==> src/rtl/serial_pkg.sv <==
// Shared definitions for the serial position receiver: byte FSM states and framing constants.
package serial_pkg;

   // Byte receiver states
   typedef enum logic [2:0] {
      StIdle,
      StStart,
      StData,
      StStop,
      StWaitHigh
   } rx_state_e;

   localparam int unsigned DATA_BITS       = 8;
   localparam int unsigned BYTES_PER_FRAME = 3;
   localparam logic        START_LVL       = 1'b0;
   localparam logic        STOP_LVL        = 1'b1;

endpackage

==> src/rtl/receptor_serial_if.sv <==
// Serial line in, decoded position frame out.
interface receptor_serial_if;
   import serial_pkg::*;

   logic                 canal_serial;
   logic [DATA_BITS-1:0] x;
   logic [DATA_BITS-1:0] y;
   logic [DATA_BITS-1:0] z;
   logic                 valid;
   logic                 error;
   logic [1:0]           byte_idx;

   // Arm side: drives the line, observes the decoded frame
   modport master (
      output canal_serial,
      input  x, y, z, valid, error, byte_idx
   );

   // Receiver side
   modport slave (
      input  canal_serial,
      output x, y, z, valid, error, byte_idx
   );
endinterface

==> src/rtl/serial_byte_rx.sv <==
// Single-byte UART-style receiver: synchroniser, start/data/stop FSM, idle-line counter.
module serial_byte_rx
   import serial_pkg::*;
#(
   parameter  int unsigned CLKS_PER_BIT = 16,
   parameter  int unsigned GAP_LIMIT    = 64,
   localparam int unsigned GapW         = $clog2(GAP_LIMIT + 1)
) (
   input  logic                 clk,
   input  logic                 rst,
   input  logic                 canal_serial,
   output logic [DATA_BITS-1:0] rx_byte,
   output logic                 byte_ok,
   output logic                 byte_err,
   output logic [GapW-1:0]      line_idle_cnt
);

   localparam int unsigned CntW = $clog2(CLKS_PER_BIT);
   localparam int unsigned BitW = $clog2(DATA_BITS);

   localparam logic [CntW-1:0] HalfLast = CntW'(CLKS_PER_BIT / 2 - 1);
   localparam logic [CntW-1:0] FullLast = CntW'(CLKS_PER_BIT - 1);
   localparam logic [BitW-1:0] LastBit  = BitW'(DATA_BITS - 1);
   localparam logic [GapW-1:0] GapMax   = GapW'(GAP_LIMIT);

   logic                 sync1_q;
   logic                 line_q;
   rx_state_e            state_q;
   logic [CntW-1:0]      cnt_q;
   logic [BitW-1:0]      bit_q;
   logic [DATA_BITS-1:0] shift_q;
   logic [GapW-1:0]      gap_q;

   // Two-flop synchroniser; resets to the idle (high) level so reset never looks like a start bit
   always_ff @(posedge clk or posedge rst) begin
      if (rst) begin
         sync1_q <= 1'b1;
         line_q  <= 1'b1;
      end else begin
         sync1_q <= canal_serial;
         line_q  <= sync1_q;
      end
   end

   // Byte FSM: half-bit start check, mid-bit data sampling, stop validation, idle-gap counting
   always_ff @(posedge clk or posedge rst) begin
      if (rst) begin
         state_q  <= StIdle;
         cnt_q    <= '0;
         bit_q    <= '0;
         shift_q  <= '0;
         gap_q    <= '0;
         rx_byte  <= '0;
         byte_ok  <= 1'b0;
         byte_err <= 1'b0;
      end else begin
         byte_ok  <= 1'b0;
         byte_err <= 1'b0;

         // Any low level breaks an idle gap
         if (line_q == START_LVL) begin
            gap_q <= '0;
         end

         unique case (state_q)
            StIdle: begin
               if (line_q == START_LVL) begin
                  state_q <= StStart;
                  cnt_q   <= '0;
               end else if (gap_q != GapMax) begin
                  gap_q <= gap_q + 1'b1;
               end
            end

            StStart: begin
               if (cnt_q == HalfLast) begin
                  cnt_q <= '0;
                  bit_q <= '0;
                  // A start bit that is gone by mid-bit was a glitch: quietly return
                  state_q <= (line_q == START_LVL) ? StData : StIdle;
               end else begin
                  cnt_q <= cnt_q + 1'b1;
               end
            end

            StData: begin
               if (cnt_q == FullLast) begin
                  cnt_q   <= '0;
                  shift_q <= {line_q, shift_q[DATA_BITS-1:1]};
                  if (bit_q == LastBit) begin
                     state_q <= StStop;
                  end else begin
                     bit_q <= bit_q + 1'b1;
                  end
               end else begin
                  cnt_q <= cnt_q + 1'b1;
               end
            end

            StStop: begin
               if (cnt_q == FullLast) begin
                  cnt_q <= '0;
                  if (line_q == STOP_LVL) begin
                     rx_byte <= shift_q;
                     byte_ok <= 1'b1;
                     state_q <= StIdle;
                  end else begin
                     byte_err <= 1'b1;
                     state_q  <= StWaitHigh;
                  end
               end else begin
                  cnt_q <= cnt_q + 1'b1;
               end
            end

            StWaitHigh: begin
               // Do not treat a held-low line as a fresh start bit
               if (line_q == STOP_LVL) begin
                  state_q <= StIdle;
               end
            end

            default: state_q <= StIdle;
         endcase
      end
   end

   assign line_idle_cnt = gap_q;

endmodule

==> src/rtl/receptor_serial.sv <==
// Position frame receiver: assembles three bytes into x/y/z and commits them atomically.
module receptor_serial
   import serial_pkg::*;
#(
   parameter int unsigned CLKS_PER_BIT = 16,
   parameter int unsigned GAP_BITS     = 4
) (
   input  logic               clk,
   input  logic               rst,
   receptor_serial_if.slave   bus
);

   localparam int unsigned GapLimit = CLKS_PER_BIT * GAP_BITS;
   localparam int unsigned GapW     = $clog2(GapLimit + 1);
   localparam logic [1:0]  LastIdx  = 2'(BYTES_PER_FRAME - 1);

   logic [DATA_BITS-1:0] rx_byte;
   logic                 byte_ok;
   logic                 byte_err;
   logic [GapW-1:0]      idle_cnt;
   logic                 gap_trunc;

   logic [1:0]           idx_q;
   logic [DATA_BITS-1:0] shadow0_q;
   logic [DATA_BITS-1:0] shadow1_q;
   logic [DATA_BITS-1:0] x_q;
   logic [DATA_BITS-1:0] y_q;
   logic [DATA_BITS-1:0] z_q;
   logic                 valid_q;
   logic                 error_q;

   serial_byte_rx #(
      .CLKS_PER_BIT (CLKS_PER_BIT),
      .GAP_LIMIT    (GapLimit)
   ) u_byte_rx (
      .clk           (clk),
      .rst           (rst),
      .canal_serial  (bus.canal_serial),
      .rx_byte       (rx_byte),
      .byte_ok       (byte_ok),
      .byte_err      (byte_err),
      .line_idle_cnt (idle_cnt)
   );

   // A long idle gap in the middle of a frame means the sender gave up on it
   assign gap_trunc = (idle_cnt == GapW'(GapLimit)) && (idx_q != 2'd0);

   // Frame assembly: shadow bytes until the third arrives, then commit all three at once
   always_ff @(posedge clk or posedge rst) begin
      if (rst) begin
         idx_q     <= 2'd0;
         shadow0_q <= '0;
         shadow1_q <= '0;
         x_q       <= '0;
         y_q       <= '0;
         z_q       <= '0;
         valid_q   <= 1'b0;
         error_q   <= 1'b0;
      end else begin
         valid_q <= 1'b0;
         error_q <= 1'b0;
         if (byte_err || gap_trunc) begin
            idx_q     <= 2'd0;
            shadow0_q <= '0;
            shadow1_q <= '0;
            error_q   <= 1'b1;
         end else if (byte_ok) begin
            if (idx_q == LastIdx) begin
               x_q     <= shadow0_q;
               y_q     <= shadow1_q;
               z_q     <= rx_byte;
               valid_q <= 1'b1;
               idx_q   <= 2'd0;
            end else begin
               if (idx_q == 2'd0) begin
                  shadow0_q <= rx_byte;
               end else begin
                  shadow1_q <= rx_byte;
               end
               idx_q <= idx_q + 1'b1;
            end
         end
      end
   end

   assign bus.x        = x_q;
   assign bus.y        = y_q;
   assign bus.z        = z_q;
   assign bus.valid    = valid_q;
   assign bus.error    = error_q;
   assign bus.byte_idx = idx_q;

endmodule

==> src/flat_wrapper.sv <==
// flat-port wrapper written by rule: the top's interface ports become plain ports
module receptor_serial_flat import serial_pkg::*;
#(
   parameter int unsigned CLKS_PER_BIT = 16,
   parameter int unsigned GAP_BITS     = 4
)
  (clk, rst, bus_canal_serial, bus_x, bus_y, bus_z, bus_valid, bus_error, bus_byte_idx);
  receptor_serial_if bus_i ();
  input  logic clk;
  input  logic rst;
  input wire logic [$bits(bus_i.canal_serial)-1:0] bus_canal_serial;
  output wire logic [$bits(bus_i.x)-1:0] bus_x;
  output wire logic [$bits(bus_i.y)-1:0] bus_y;
  output wire logic [$bits(bus_i.z)-1:0] bus_z;
  output wire logic [$bits(bus_i.valid)-1:0] bus_valid;
  output wire logic [$bits(bus_i.error)-1:0] bus_error;
  output wire logic [$bits(bus_i.byte_idx)-1:0] bus_byte_idx;
  assign bus_i.canal_serial = bus_canal_serial;
  assign bus_x = bus_i.x;
  assign bus_y = bus_i.y;
  assign bus_z = bus_i.z;
  assign bus_valid = bus_i.valid;
  assign bus_error = bus_i.error;
  assign bus_byte_idx = bus_i.byte_idx;
  receptor_serial #(.CLKS_PER_BIT(CLKS_PER_BIT), .GAP_BITS(GAP_BITS)) u_core (.clk(clk), .rst(rst), .bus(bus_i));
endmodule
==> config.mk <==
export PLATFORM = sky130hd
export DESIGN_NAME = receptor_serial_flat
export DESIGN_NICKNAME = d
export VERILOG_FILES = /design/src/rtl/serial_pkg.sv /design/src/rtl/receptor_serial_if.sv /design/src/rtl/serial_byte_rx.sv /design/src/rtl/receptor_serial.sv /design/src/flat_wrapper.sv
export SDC_FILE = /design/constraint.sdc
export NUM_CORES = 1
export LEC_CHECK = 0
export CAP_MARGIN = 20
export CORE_MARGIN = 10
export CORE_UTILIZATION = 45
export DETAILED_ROUTE_END_ITERATION = 10
export PLACE_DENSITY = 0.77
export SLEW_MARGIN = 5
export SYNTH_ARGS = -nofsm -noshare
export SYNTH_HDL_FRONTEND = slang
export SYNTH_SLANG_ARGS = --single-unit
==> constraint.sdc <==
create_clock -name clk -period 2.4 [get_ports clk]
set_input_delay 0.36 -clock clk [delete_from_list [all_inputs] [get_ports clk]]
set_output_delay 0.36 -clock clk [all_outputs]
set_load 0.03 [all_outputs]
==> flow_results.org, run 1 <==
** STA
- Final-report hold violation count :: 0
- Setup total negative slack :: 0 ps
- Final cycle utilization of the critical path :: 0.8549
- In this run the tightest slew margin relative to its limit is 0.5088.
- Worst-margin pin slew :: 727.6 ps
- Worst clock skew :: 13.78 ps
- Slew Viols, Final :: 0
- Across all hold checks on the routed design, the worst slack comes to 366.3 ps.
- Setup repair after global routing left no endpoint under its margin.
- Clock period minus final worst setup slack :: 2052 ps
- Setup violations remaining at the end of the flow were counted as 0.
- For this run, the top clock speed supported by timing is 487.4 MHz.

** Yosys
- Area fraction in compound gates after synthesis :: 0.07174
- Counting distinct cell types in the post-synthesis netlist gives 42.
- Gate Count Post-Synth :: 268
- Synthesis inferred 81 register bits.
- After synthesis, the share of cell area in mux cells is 0.1841.
- Share of the synthesized area in the top cell type :: 0.5725
- Adder and majority cell fraction of the synthesized area :: 0.01812
- Of the total synthesized cell area, the portion taken by XOR and XNOR cells is 0.
- When the netlist entered floorplanning its net count stood at 276.
- For this run, the number of Yosys warnings is 0.
- Area of the mapped netlist :: 0.003453 mm^2
- The biggest area contributor in the post-synthesis netlist is sky130_fd_sc_hd__dfrtp_1.
- Largest family of logic cells by synthesized area :: multiplexers
- Mean cell area of the mapped netlist :: 12.89 um^2
- Synth top area cells :: sky130_fd_sc_hd__dfrtp_1 (57%), sky130_fd_sc_hd__mux2_2 (14%), sky130_fd_sc_hd__mux2i_1 (4.1%)
- Fraction of the mapped netlist area in simple logic gates :: 0.1069
- The share of the Yosys chip area taken by registers is 0.5877.

** Routing
- The detailed router placed 2,186 vias in this run.
- Dividing the detail-routed via count by the number of cells gives 5.384.
- Sum of routed wire length over all layers :: 6237 um
- Dividing the detail-routed wire length by the instance count gives 15.36 um.
- After the first detailed-routing iteration, the DRC count stood at 79.
- Before antenna repair, the detailed router went through 5 iterations.
- The count of nets left with antenna violations once routing finished came out at 0.
- DRC :: 0

** Global route
- The first global-routing pass estimated 10,630 um of wire.
- For this run, global-route usage on met2 was measured as 0.1678.
- In the global route stage, met3 resource usage came out at 0.03413.
- Across every metal layer, demand over resource in global routing totals 0.1137.
- Largest net degree at the start of global routing :: 82
- Busiest layer in global routing :: met2
- The total overflow left after global routing is 0.
- Via count of the first global-routing pass :: 2,149
- Number of antenna violations at the first check in global routing :: 0
- For met1 alone, demand over resource in global routing was 0.1512.

** Setup path
- Maximum fanout along the worst path :: 14
- Together, buffers and inverters on the worst path number 1.
- R2R depth :: 6
- List of cells traversed by the critical path :: clkdlybuf4s50_1
- STA puts the critical path data required time at 2040 ps.
- Setup slack on the worst reg-to-reg path comes out at 410 ps.
- STA puts the critical path data arrival time at 1690 ps.
- Kind of cell with the highest combined delay on the critical path :: buffers and inverters
- Crit Reg-Reg Startpoint :: u_core.u_byte_rx.line_idle_cnt[0]
- Peak per-stage delay on the critical path :: 760 ps
- Endpoint of the worst-slack reg-to-reg timing path :: u_core.bus.z[4]
- Setup CP Type :: reg2out
- The worst setup path is captured at an output pin.
- STA classifies the critical path startpoint as a flop.
- The largest individual stage delay along the critical path comes from the cell sky130_fd_sc_hd__clkdlybuf4s50_1.
- In this run the worst setup path begins at u_core.bus.byte_idx[0].

** Min path
- Hold-critical path depth :: 0
- Worst Hold Endpoint :: u_core.u_byte_rx.line_q
- In this run the worst hold path is classified as reg2reg.
- In this run the most critical hold path is launched from u_core.u_byte_rx.sync1_q.

** Placed design
- Placer's final routability congestion estimate :: 0.8504
- Post-detail-place hpwl :: 4234 um
- Port buffer count :: 30

** Final layout
- In the final design database the tool counted 310 nets.
- Synth-to-Final Area Change :: 17.21%
- The number of antenna diodes in the final layout is 0.
- Leaving out fill and tap cells, the most frequent cell in the layout is sky130_fd_sc_hd__dfrtp_1.
- Top library cells by usage in the layout, fill and taps aside :: sky130_fd_sc_hd__dfrtp_1 (79), sky130_fd_sc_hd__mux2_2 (44), sky130_fd_sc_hd__clkdlybuf4s50_1 (30)
- In the final layout, the share of cells above drive strength 1 is 0.2573.
- For this run, the share of the core covered by cells in the final layout is 0.5492.

** Clock network
- Clock-pin slew was measured on the worst setup and hold paths at 80 ps.
- The tree built by TritonCTS fans out to 81 sinks.
- Max Root-Sink Buffers :: 2
- The clock reaches the later pin of the worst-skew pair after 350 ps.
- Clk root buf :: sky130_fd_sc_hd__clkbuf_8
- TritonCTS built the clock tree.
- After clock tree synthesis, the repair step resized 0 gates.
- In this run, CTS created clock tree buffers numbering 9.
- Post-CTS Setup Bufs :: 0
- CTS built an H-tree with a depth of 3.
- Number of hold-repair buffers added at the cts stage :: 0

** Floorplanning
- Measured along the y axis, the die boundary spans 107.6 um.
- Count of pins on the block boundary :: 31
- Die outline width :: 107.6 um
- DIE AREA :: 0.01158 mm^2
- In this run the standard cell core region covers 0.007370 mm^2.
- The initial utilization of the core area, before any placement, comes to 0.4686.
- Placement row count :: 31

** Flow run
- Number of maximum-capacitance constraint violations :: 0

** Pwr
- The worst-case IR drop observed on VDD is 0.3410 mV.
- Power density over cell area :: 696.4 mW/mm^2
- Overall power of the completed layout :: 2.819 mW
- For this design the static power due to leakage is 1.826 nW.

** Status
- Result of the run :: completed
-- registers in the layout (all words and copies together) (netlist names), 2 cells and up --
name and count:
u_core.bus.x 8, u_core.bus.y 8, u_core.bus.z 8, u_core.shadow0_q 8, u_core.shadow1_q 8, u_core.u_byte_rx.rx_byte 8
u_core.u_byte_rx.shift_q 8, u_core.u_byte_rx.line_idle_cnt 7, u_core.u_byte_rx.cnt_q 4, u_core.u_byte_rx.bit_q 3, u_core.u_byte_rx.state_q 3, u_core.bus.byte_idx 2
-- layer usage --
layer  vias up  share of wire  routed length [um]
met3         7          0.042                 260
met4         0          0.016                  98
met5         -              0                   0
li1       1038              -                   -
met1      1107           0.48                2989
met2        34           0.46                2888
-- synthesized netlist by cell type --
library cell	n
sky130_fd_sc_hd__mux2_2	44
sky130_fd_sc_hd__o21ai_0	2
sky130_fd_sc_hd__nor2_1	13
sky130_fd_sc_hd__nand2b_1	3
sky130_fd_sc_hd__a31o_2	1
sky130_fd_sc_hd__inv_1	10
sky130_fd_sc_hd__nor3_2	1
sky130_fd_sc_hd__mux2i_1	14
sky130_fd_sc_hd__or3_1	1
sky130_fd_sc_hd__a211oi_1	2
sky130_fd_sc_hd__buf_6	2
sky130_fd_sc_hd__nor4bb_1	1
sky130_fd_sc_hd__nor3_1	1
sky130_fd_sc_hd__dfrtp_1	79
sky130_fd_sc_hd__or2_2	2
sky130_fd_sc_hd__and3_1	2
sky130_fd_sc_hd__a41oi_1	1
sky130_fd_sc_hd__o221ai_1	1
sky130_fd_sc_hd__a21oi_1	16
sky130_fd_sc_hd__nor4_4	1
sky130_fd_sc_hd__dfstp_2	2
sky130_fd_sc_hd__nand3_1	13
sky130_fd_sc_hd__and4bb_4	1
sky130_fd_sc_hd__buf_2	3
sky130_fd_sc_hd__or4_1	3
sky130_fd_sc_hd__nor3b_1	2
sky130_fd_sc_hd__nand3b_1	1
sky130_fd_sc_hd__a32o_1	1
sky130_fd_sc_hd__o221a_2	1
sky130_fd_sc_hd__o31ai_1	3
sky130_fd_sc_hd__or3_2	2
sky130_fd_sc_hd__and4b_2	1
sky130_fd_sc_hd__nand2_1	19
sky130_fd_sc_hd__a211oi_4	1
sky130_fd_sc_hd__a211o_1	1
sky130_fd_sc_hd__clkbuf_1	4
sky130_fd_sc_hd__o2bb2ai_1	1
sky130_fd_sc_hd__ha_1	5
sky130_fd_sc_hd__o311ai_0	1
sky130_fd_sc_hd__buf_1	1
sky130_fd_sc_hd__o2111ai_1	3
sky130_fd_sc_hd__buf_4	2
-- metrics by stage --
stage | area, um^2 | setup WS, ps | cells
after floorplan | 3457 | 517.1 | 268
after global placement | 3860 | 448.5 | 390
after CTS | 4048 | 332.4 | 406
final | 4048 | 348.2 | 406
after detailed placement | 3860 | 399.0 | 390
after global routing | 4048 | 272.6 | 406
-- final cells by class --
class / count / area (um^2)
timing repair buffer: 35 / 350.3
fill: 603 / 3322
clock inverter: 6 / 50.05
sequential: 81 / 2029
inverter: 10 / 41.29
clock buffer: 10 / 137.6
tap: 99 / 123.9
multi-input combinational: 165 / 1315
-- cell families (layout without fill, tap and decap cells) --
family,count (synthesis),in the layout
adder cells (fa/ha/maj),5,5
AND/OR/NAND/NOR,67,67
flip-flops,81,81
AO/OA/AOI/OAI,35,35
multiplexers,58,58
buffers and inverters,22,61
-- how the worst max path moves through the flow --
stage,to,cells past startpoint
floorplan,u_core.bus.x[0],6
global placement,u_core.bus.z[4],6
detailed placement,u_core.bus.z[4],6
CTS,bus_byte_idx[0],1
global route,bus_byte_idx[0],1
finish,bus_byte_idx[0],1
-- report_power, final --
group	internal, mW	switching (mW)	total [mW]
Sequential	1.43	0.112	1.54
Combinational	0.154	0.196	0.350
Clock	0.415	0.512	0.926
No activity file was read; power rests on OpenSTA's default activity.
==> run 2: changes to the inputs <==
- RECOVER_POWER: unset -> 50
==> run 2 against run 1 <==
  * Register-to-register slack lost 80 ps
  * Sequential power is essentially flat
  * Clock power grew 0.6%
  * Non-clock buffer count is the same
  * Largest cell class unchanged
  * Largest power group unchanged
==> flow_results.org, run 2 (synthesized netlist as in run 1, its figures left out) <==
** STA
- Final setup violating endpoints :: 0 (unchanged)
- Final cycle utilization of the critical path :: 0.8635 (+0.008564)
- The headroom to the max-slew limit was 0.2781 (-0.2307).
- Final-report hold violation count :: 0 (unchanged)
- Setup repair after global routing left no endpoint under its margin.
- Worst clock skew :: 13.12 ps (-0.6629 ps)
- The final-layout worst hold slack was 366.0 ps (-0.2950 ps).
- The final count of pins violating max slew came to 0 (unchanged).
- Worst Setup Slack, final :: 327.7 ps (-20.55 ps)
- Clock period minus final worst setup slack :: 2072 ps (+20.55 ps)
- Worst-margin pin slew :: 1083 ps (+355.3 ps)
- Maximum frequency from static timing analysis :: 482.5 MHz (-0.99%)
- Setup total negative slack :: 0 ps (unchanged)

** Clock network
- The worst-case clock buffer depth came to 2 (unchanged).
- Clk root buf :: sky130_fd_sc_hd__clkbuf_8
- The number of setup buffers added after CTS was 0 (unchanged).
- The worst-skew pair later-pin latency is 350 ps (about the same).
- The number of sinks driven by the clock tree is 81 (unchanged).
- TritonCTS built the clock tree.
- The H-tree depth was 3 (unchanged).
- Number of clock buffers inserted by TritonCTS :: 9 (unchanged)
- The clock edge transition at the registers on the reported setup and hold paths came to 90 ps (about the same).
- Number of gates resized after CTS :: 0 (unchanged)
- The count of hold-fix buffers inserted at cts was 0 (unchanged).

** Setup path
- The worst setup path is launched from a flop.
- The slowest stage of the critical path belongs to the cell sky130_fd_sc_hd__dfrtp_1.
- Critical Path RT :: 2640 ps (+600 ps)
- The worst setup path is captured at a flop.
- List of cells traversed by the critical path :: inv_1, ha_1, and4bb_1, a211oi_4, buf_4, mux2_2
- The critical path is of the reg2reg type.
- Peak per-stage delay on the critical path :: 410 ps (-350 ps)
- Maximum fanout along the worst path :: 25 (+11)
- Arrival @ worst endpoint :: 2310 ps (+620 ps)

** Placed design
- The placer congestion estimate was 0.8504 (unchanged).
- The post-placement cell area is 0.003860 mm^2 (unchanged).
- Worst Setup Slack post-DPL :: 399.0 ps (unchanged)
- The quantity of I/O buffers inserted on ports is 30 (unchanged).
- Post-detail-place hpwl :: 4234 um (unchanged)

** Final layout
- Commonest non-fill, non-tap cell in the layout :: sky130_fd_sc_hd__dfrtp_1
- Combined flip-flop and latch cell area :: 0.002029 mm^2 (unchanged)
- Top library cells by usage in the layout, fill and taps aside :: sky130_fd_sc_hd__dfrtp_1 (79), sky130_fd_sc_hd__mux2_2 (44), sky130_fd_sc_hd__clkdlybuf4s50_1 (28)
- The area growth from synthesis to layout is 16.74%.
- Filler cell count in the final layout :: 606 (+0.50%)
- Post-Layout Inst Area :: 0.004031 mm^2 (-0.40%)
- The number of antenna cells inserted came to 0 (unchanged).
- Ratio of cells with drive above 1 in the final layout :: 0.2508 (-0.006515)
- The net total in the final layout was 310 (unchanged).
- Multi-input gate area :: 0.001311 mm^2 (-0.29%)

** Global route
- Via count of the first global-routing pass :: 2,149 (unchanged)
- Overall Global Routing Usage :: 0.1137 (unchanged)
- Largest net degree at the start of global routing :: 82 (unchanged)
- Number of antenna violations at the first check in global routing :: 0 (unchanged)
- GRT overflow :: 0 (unchanged)
- The global-route wire length before repair was 10,630 um (unchanged).

** Pwr
- The largest voltage drop on the vdd net is 0.3434 mV (+0.69%).
- The static power due to leakage is 1.823 nW (-0.14%).
- Power density over cell area :: 700.2 mW/mm^2 (+0.54%)

** Flow run
- Number of maximum-capacitance constraint violations :: 0 (unchanged)

** Floorplanning
- The core outline area is 0.007370 mm^2 (unchanged).
- The floorplan die area came to 0.01158 mm^2 (unchanged).
- Vertical extent of the die :: 107.6 um (unchanged)
- Placement row count :: 31 (unchanged)
- The count of pins on the block boundary came to 31 (unchanged).
- The floorplan die width was 107.6 um (unchanged).
- Initial Util :: 0.4686 (unchanged)

** Routing
- Violation count after the first detailed-route iteration :: 71 (-10%)
- Number of iterations in the first detailed-routing pass :: 4 (-1)
- Sum of routed wire length over all layers :: 6268 um (+0.50%)
- Number of vias after detailed routing :: 2,184 (-0.091%)
- Residual antenna-violating net count after detailed routing :: 0 (unchanged)
- The post-route DRC violation count came to 0 (unchanged).
- Average routed wire per standard cell :: 15.44 um (+0.50%)
- Via density per instance :: 5.379 (about the same)

** Status
- The flow ran to the end, and the final reports show no timing, DRC or antenna violations.

** Min path
- Classification of the worst-slack hold path :: reg2reg
==> run 2: routing by layer <==
metal / GRT usage / share of wire / vias up
met5: 0 / 0 / -
met1: 0.1512 / 0.48 / 1107
met3: 0.03413 / 0.041 / 10
li1: - / - / 1037
met4: 0.04866 / 0.019 / 0
met2: 0.1678 / 0.46 / 30
==> run 2: layout make-up <==
| cell class | instances | share of cell area |
|---|---|---|
| Sequential cell | 81 | 0.5034 |
| Multi-Input combinational cell | 165 | 0.3253 |
| Timing Repair Buffer | 35 | 0.08380 |
| Clock buffer | 10 | 0.03414 |
| Tap cell | 99 | 0.03073 |
| Clock inverter | 6 | 0.01241 |
| Inverter | 10 | 0.01024 |
==> run 2: path summary, 6_finish.rpt <==
path / startpoint / endpoint / slack, ps / cells past startpoint
max: u_core.u_byte_rx.line_idle_cnt[0] / u_core.bus.z[4] / 330 / 6
min: u_core.u_byte_rx.sync1_q / u_core.u_byte_rx.line_q / 370 / 0
max reg2reg: u_core.u_byte_rx.line_idle_cnt[0] / u_core.bus.z[4] / 330 / 6
min reg2reg: u_core.u_byte_rx.sync1_q / u_core.u_byte_rx.line_q / 370 / 0
max in group asynchronous: rst / u_core.bus.z[6] / 810 / 3
min in group asynchronous: rst / u_core.bus.y[6] / 880 / 3
==> run 2: critical path, delay by kind of cell (launching register included) <==
family          cells  cell delay [ps]
simple gates        1              290
compound gates      1              260
fa+ha+maj           1              200
buf+inv             2              430
mux                 1              380
flops               1              410
==> run 2: per-stage QoR <==
stage / std cells / total power, mW / utilization
finish: 406 / 2.823 / 0.5470
global route: 406 / 2.972 / 0.5470
CTS: 406 / 2.847 / 0.5492
detailed placement: 390 / 1.924 / 0.5238
global placement: 390 / 1.909 / 0.5238
floorplan: 268 / 1.855 / -
==> run 2: power breakdown <==
part           switching [mW]  internal [mW]  leakage, nW
Sequential              0.114           1.43         1.12
Clock                   0.517          0.415       0.0895
Combinational           0.195          0.150        0.619
==> run 3: changes to the inputs <==
- CORE_ASPECT_RATIO: unset -> 1.1
==> run 3 against run 2 <==
  * Flip-flop and latch count unchanged
  * Combinational power up 3%
  * Routed wire length up 1.1%
  * Hold slack worse by 5.1 ps
  * Global-route usage up 0.25 points
  * Clock skew down 7.1 ps
==> flow_results.org, run 3 (synthesized netlist as in run 1, its figures left out) <==
** STA
- The final count of negative-setup-slack endpoints came to 0 (unchanged).
- Worst rel slew slack :: 0.2918 (+0.01376)
- The final count of pins violating max slew is 0 (unchanged).
- RSZ-0062 raised after global routing :: false
- Worst-margin pin slew :: 1062 ps (-20.65 ps)
- Worst clock skew :: 5.990 ps (-7.127 ps)
- Final cycle utilization of the critical path :: 0.8611 (-0.002371)
- Maximum frequency from static timing analysis :: 483.9 MHz (+0.28%)
- The time the final worst path needs with I/O delays and setup was 2067 ps (-5.691 ps).
- The final count of hold timing violations is 0 (unchanged).
- The summed negative setup slack over all endpoints is 0 ps (unchanged).

** Status
- The run finished with clean final reports.

** Routing
- DRC :: 0 (unchanged)
- The vias after detailed routing is 2,147 (-1.7%).
- Violation count after the first detailed-route iteration :: 56 (-21%)
- Number of iterations in the first detailed-routing pass :: 4 (unchanged)
- The routed wirelength normalized by instance count was 15.38 um (-0.39%).
- The post-detailed-route count of antenna-violating nets came to 0 (unchanged).
- The detail-routed via count per cell came to 5.211 (-3.1%).
- The total wirelength of the detailed-routed design is 6336 um (+1.1%).

** Final layout
- The top cell types in the final layout, fill and taps aside, are sky130_fd_sc_hd__dfrtp_1 (79), sky130_fd_sc_hd__mux2_2 (44), sky130_fd_sc_hd__clkdlybuf4s50_1 (28).
- Ant diodes :: 0 (unchanged)
- The fraction of final layout cells sized beyond drive strength 1 is 0.2508 (unchanged).
- Commonest non-fill, non-tap cell in the layout :: sky130_fd_sc_hd__dfrtp_1
- Count of nets after finishing :: 311 (+0.32%)
- Multi-input gate area :: 0.001311 mm^2 (unchanged)
- Filler cell count in the final layout :: 613 (+1.2%)
- The sequential cell area was 0.002029 mm^2 (unchanged).
- From synthesis to final layout, the design area changed by 18.66%.

** Floorplanning
- The die boundary height was 111.9 um (+4.0%).
- The floorplan row count is 33 (+6.5%).
- Die outline width :: 103.5 um (-3.8%)
- Core area :: 0.007473 mm^2 (+1.4%)
- The count of pins on the block boundary is 31 (unchanged).
- Initial Util :: 0.4621 (-0.006511)
- The floorplan die area was 0.01158 mm^2 (about the same).

** Setup path
- The required time of the critical path is 2640 ps (about the same).
- The critical path is of the reg2reg type.
- Arrival @ worst endpoint :: 2310 ps (about the same)
- The worst setup path is captured at a flop.
- Maximum fanout along the worst path :: 25 (unchanged)
- List of cells traversed by the critical path :: inv_1, ha_1, and4bb_1, a211oi_4, buf_4, mux2_2
- Kind of cell with the highest combined delay on the critical path :: buffers and inverters
- CP Launch Type :: flop
- The sum of buffers and inverters on the critical path was 2 (unchanged).
- The worst stage delay on the critical path was 410 ps (about the same).
- Cell at the slowest stage of the critical path :: sky130_fd_sc_hd__dfrtp_1

** Clock network
- The worst-skew pair later-pin latency is 350 ps (about the same).
- Clock tree sinks :: 81 (unchanged)
- The number of clock buffers inserted by TritonCTS is 9 (unchanged).
- The count of hold-fix buffers inserted at cts was 0 (unchanged).
- The clock edge transition at the registers on the reported setup and hold paths came to 80 ps (about the same).
- # H-tree levels :: 3 (unchanged)
- Post-CTS Setup Bufs :: 0 (unchanged)
- Number of gates resized after CTS :: 0 (unchanged)
- Clk root buf :: sky130_fd_sc_hd__clkbuf_8
- The worst-case clock buffer depth came to 2 (unchanged).
- CTS tree :: built

** Pwr
- Leakage component of the power :: 1.856 nW (+1.8%)
- The fraction of power spent switching nets was 0.2621 (-0.03085).
- Int Pwr :: 2.274 mW (+14%)
- Sw Pwr :: 807.6 uW (-2.3%)
- Share of total power in sequential cells :: 0.501 (-0.046)
- The proportion of power drawn by combinational gates was 0.115 (-0.007).
- The portion of total power attributed to the clock network is 0.383 (+0.053).
- Overall power of the completed layout :: 3.081 mW (+9.2%)
- Worst ir drop on vdd :: 0.3345 mV (-2.6%)
- The power density of the placed cells is 752.0 mW/mm^2 (+7.4%).

** Flow run
- Number of maximum-capacitance constraint violations :: 0 (unchanged)

** Placed design
- Post-detail-place hpwl :: 4363 um (+3.0%)
- Placer's final routability congestion estimate :: 0.8324 (-2.1%)
- Port buffer count :: 30 (unchanged)

** Global route
- The initial antenna violation count came to 0 (unchanged).
- The total global-route track usage was 0.1162 (+0.002529).
- Largest net degree at the start of global routing :: 82 (unchanged)
- GRT overflow :: 0 (unchanged)
- The via count of the first global-routing pass is 2,198 (+2.3%).
- The global-route wire length before repair came to 11,070 um (+4.2%).

** Min path
- Classification of the worst-slack hold path :: reg2reg
## run 3: final timing paths
| kind | start | endpoint | slack [ps] | depth (start not counted) |
|---|---|---|---|---|
| max reg2reg | u_core.u_byte_rx.line_idle_cnt[0] | u_core.bus.x[1] | 330 | 6 |
| min reg2reg | u_core.u_byte_rx.sync1_q | u_core.u_byte_rx.line_q | 360 | 0 |
| min | u_core.u_byte_rx.sync1_q | u_core.u_byte_rx.line_q | 360 | 0 |
| max in group asynchronous | rst | u_core.u_byte_rx.line_idle_cnt[5] | 850 | 3 |
| max | u_core.u_byte_rx.line_idle_cnt[0] | u_core.bus.x[1] | 330 | 6 |
| min in group asynchronous | rst | u_core.u_byte_rx.line_idle_cnt[4] | 860 | 3 |
## run 3: through the flow
step	instances	setup WS, ps	util	cell area, um^2	hold slack, ps
after floorplan	268	517.1	-	3457	345.2
after global placement	397	471.6	0.5185	3875	347.8
after detailed placement	397	406.8	0.5185	3875	348.4
after CTS	412	331.5	0.5505	4114	360.9
after global routing	412	220.2	0.5483	4098	371.9
final	412	333.4	0.5483	4098	360.9
## run 3: layout make-up
cell class,instances,share of cell area
Sequential cell,81,0.4953
Multi-Input combinational cell,165,0.3200
Timing Repair Buffer,36,0.08427
Tap cell,105,0.03206
Clock buffer,9,0.03023
Clock inverter,6,0.02809
Inverter,10,0.01008
## run 3: worst register-to-register path, stage by stage, from the launching register on
cell                       delay (ps)
sky130_fd_sc_hd__dfrtp_1          410
sky130_fd_sc_hd__inv_1             80
sky130_fd_sc_hd__ha_1             190
sky130_fd_sc_hd__and4bb_1         280
sky130_fd_sc_hd__a211oi_4         250
sky130_fd_sc_hd__buf_4            340
sky130_fd_sc_hd__mux2_2           400
## run 3: power by group through the flow
stage	logic [mW]	registers (mW)	clock network (mW)
after floorplan	0.340	1.52	0
after global placement	0.341	1.56	0
after detailed placement	0.363	1.57	0
after CTS	0.366	1.54	1.21
after global routing	0.403	1.56	1.26
final	0.355	1.54	1.18
## run 3: per-layer routing
metal | vias up | global-route usage | routed length (um)
li1 | 1027 | - | -
met1 | 1070 | 0.1425 | 2867
met2 | 42 | 0.1810 | 3108
met3 | 8 | 0.02999 | 237
met4 | 0 | 0.06874 | 123
met5 | - | 0 | 0
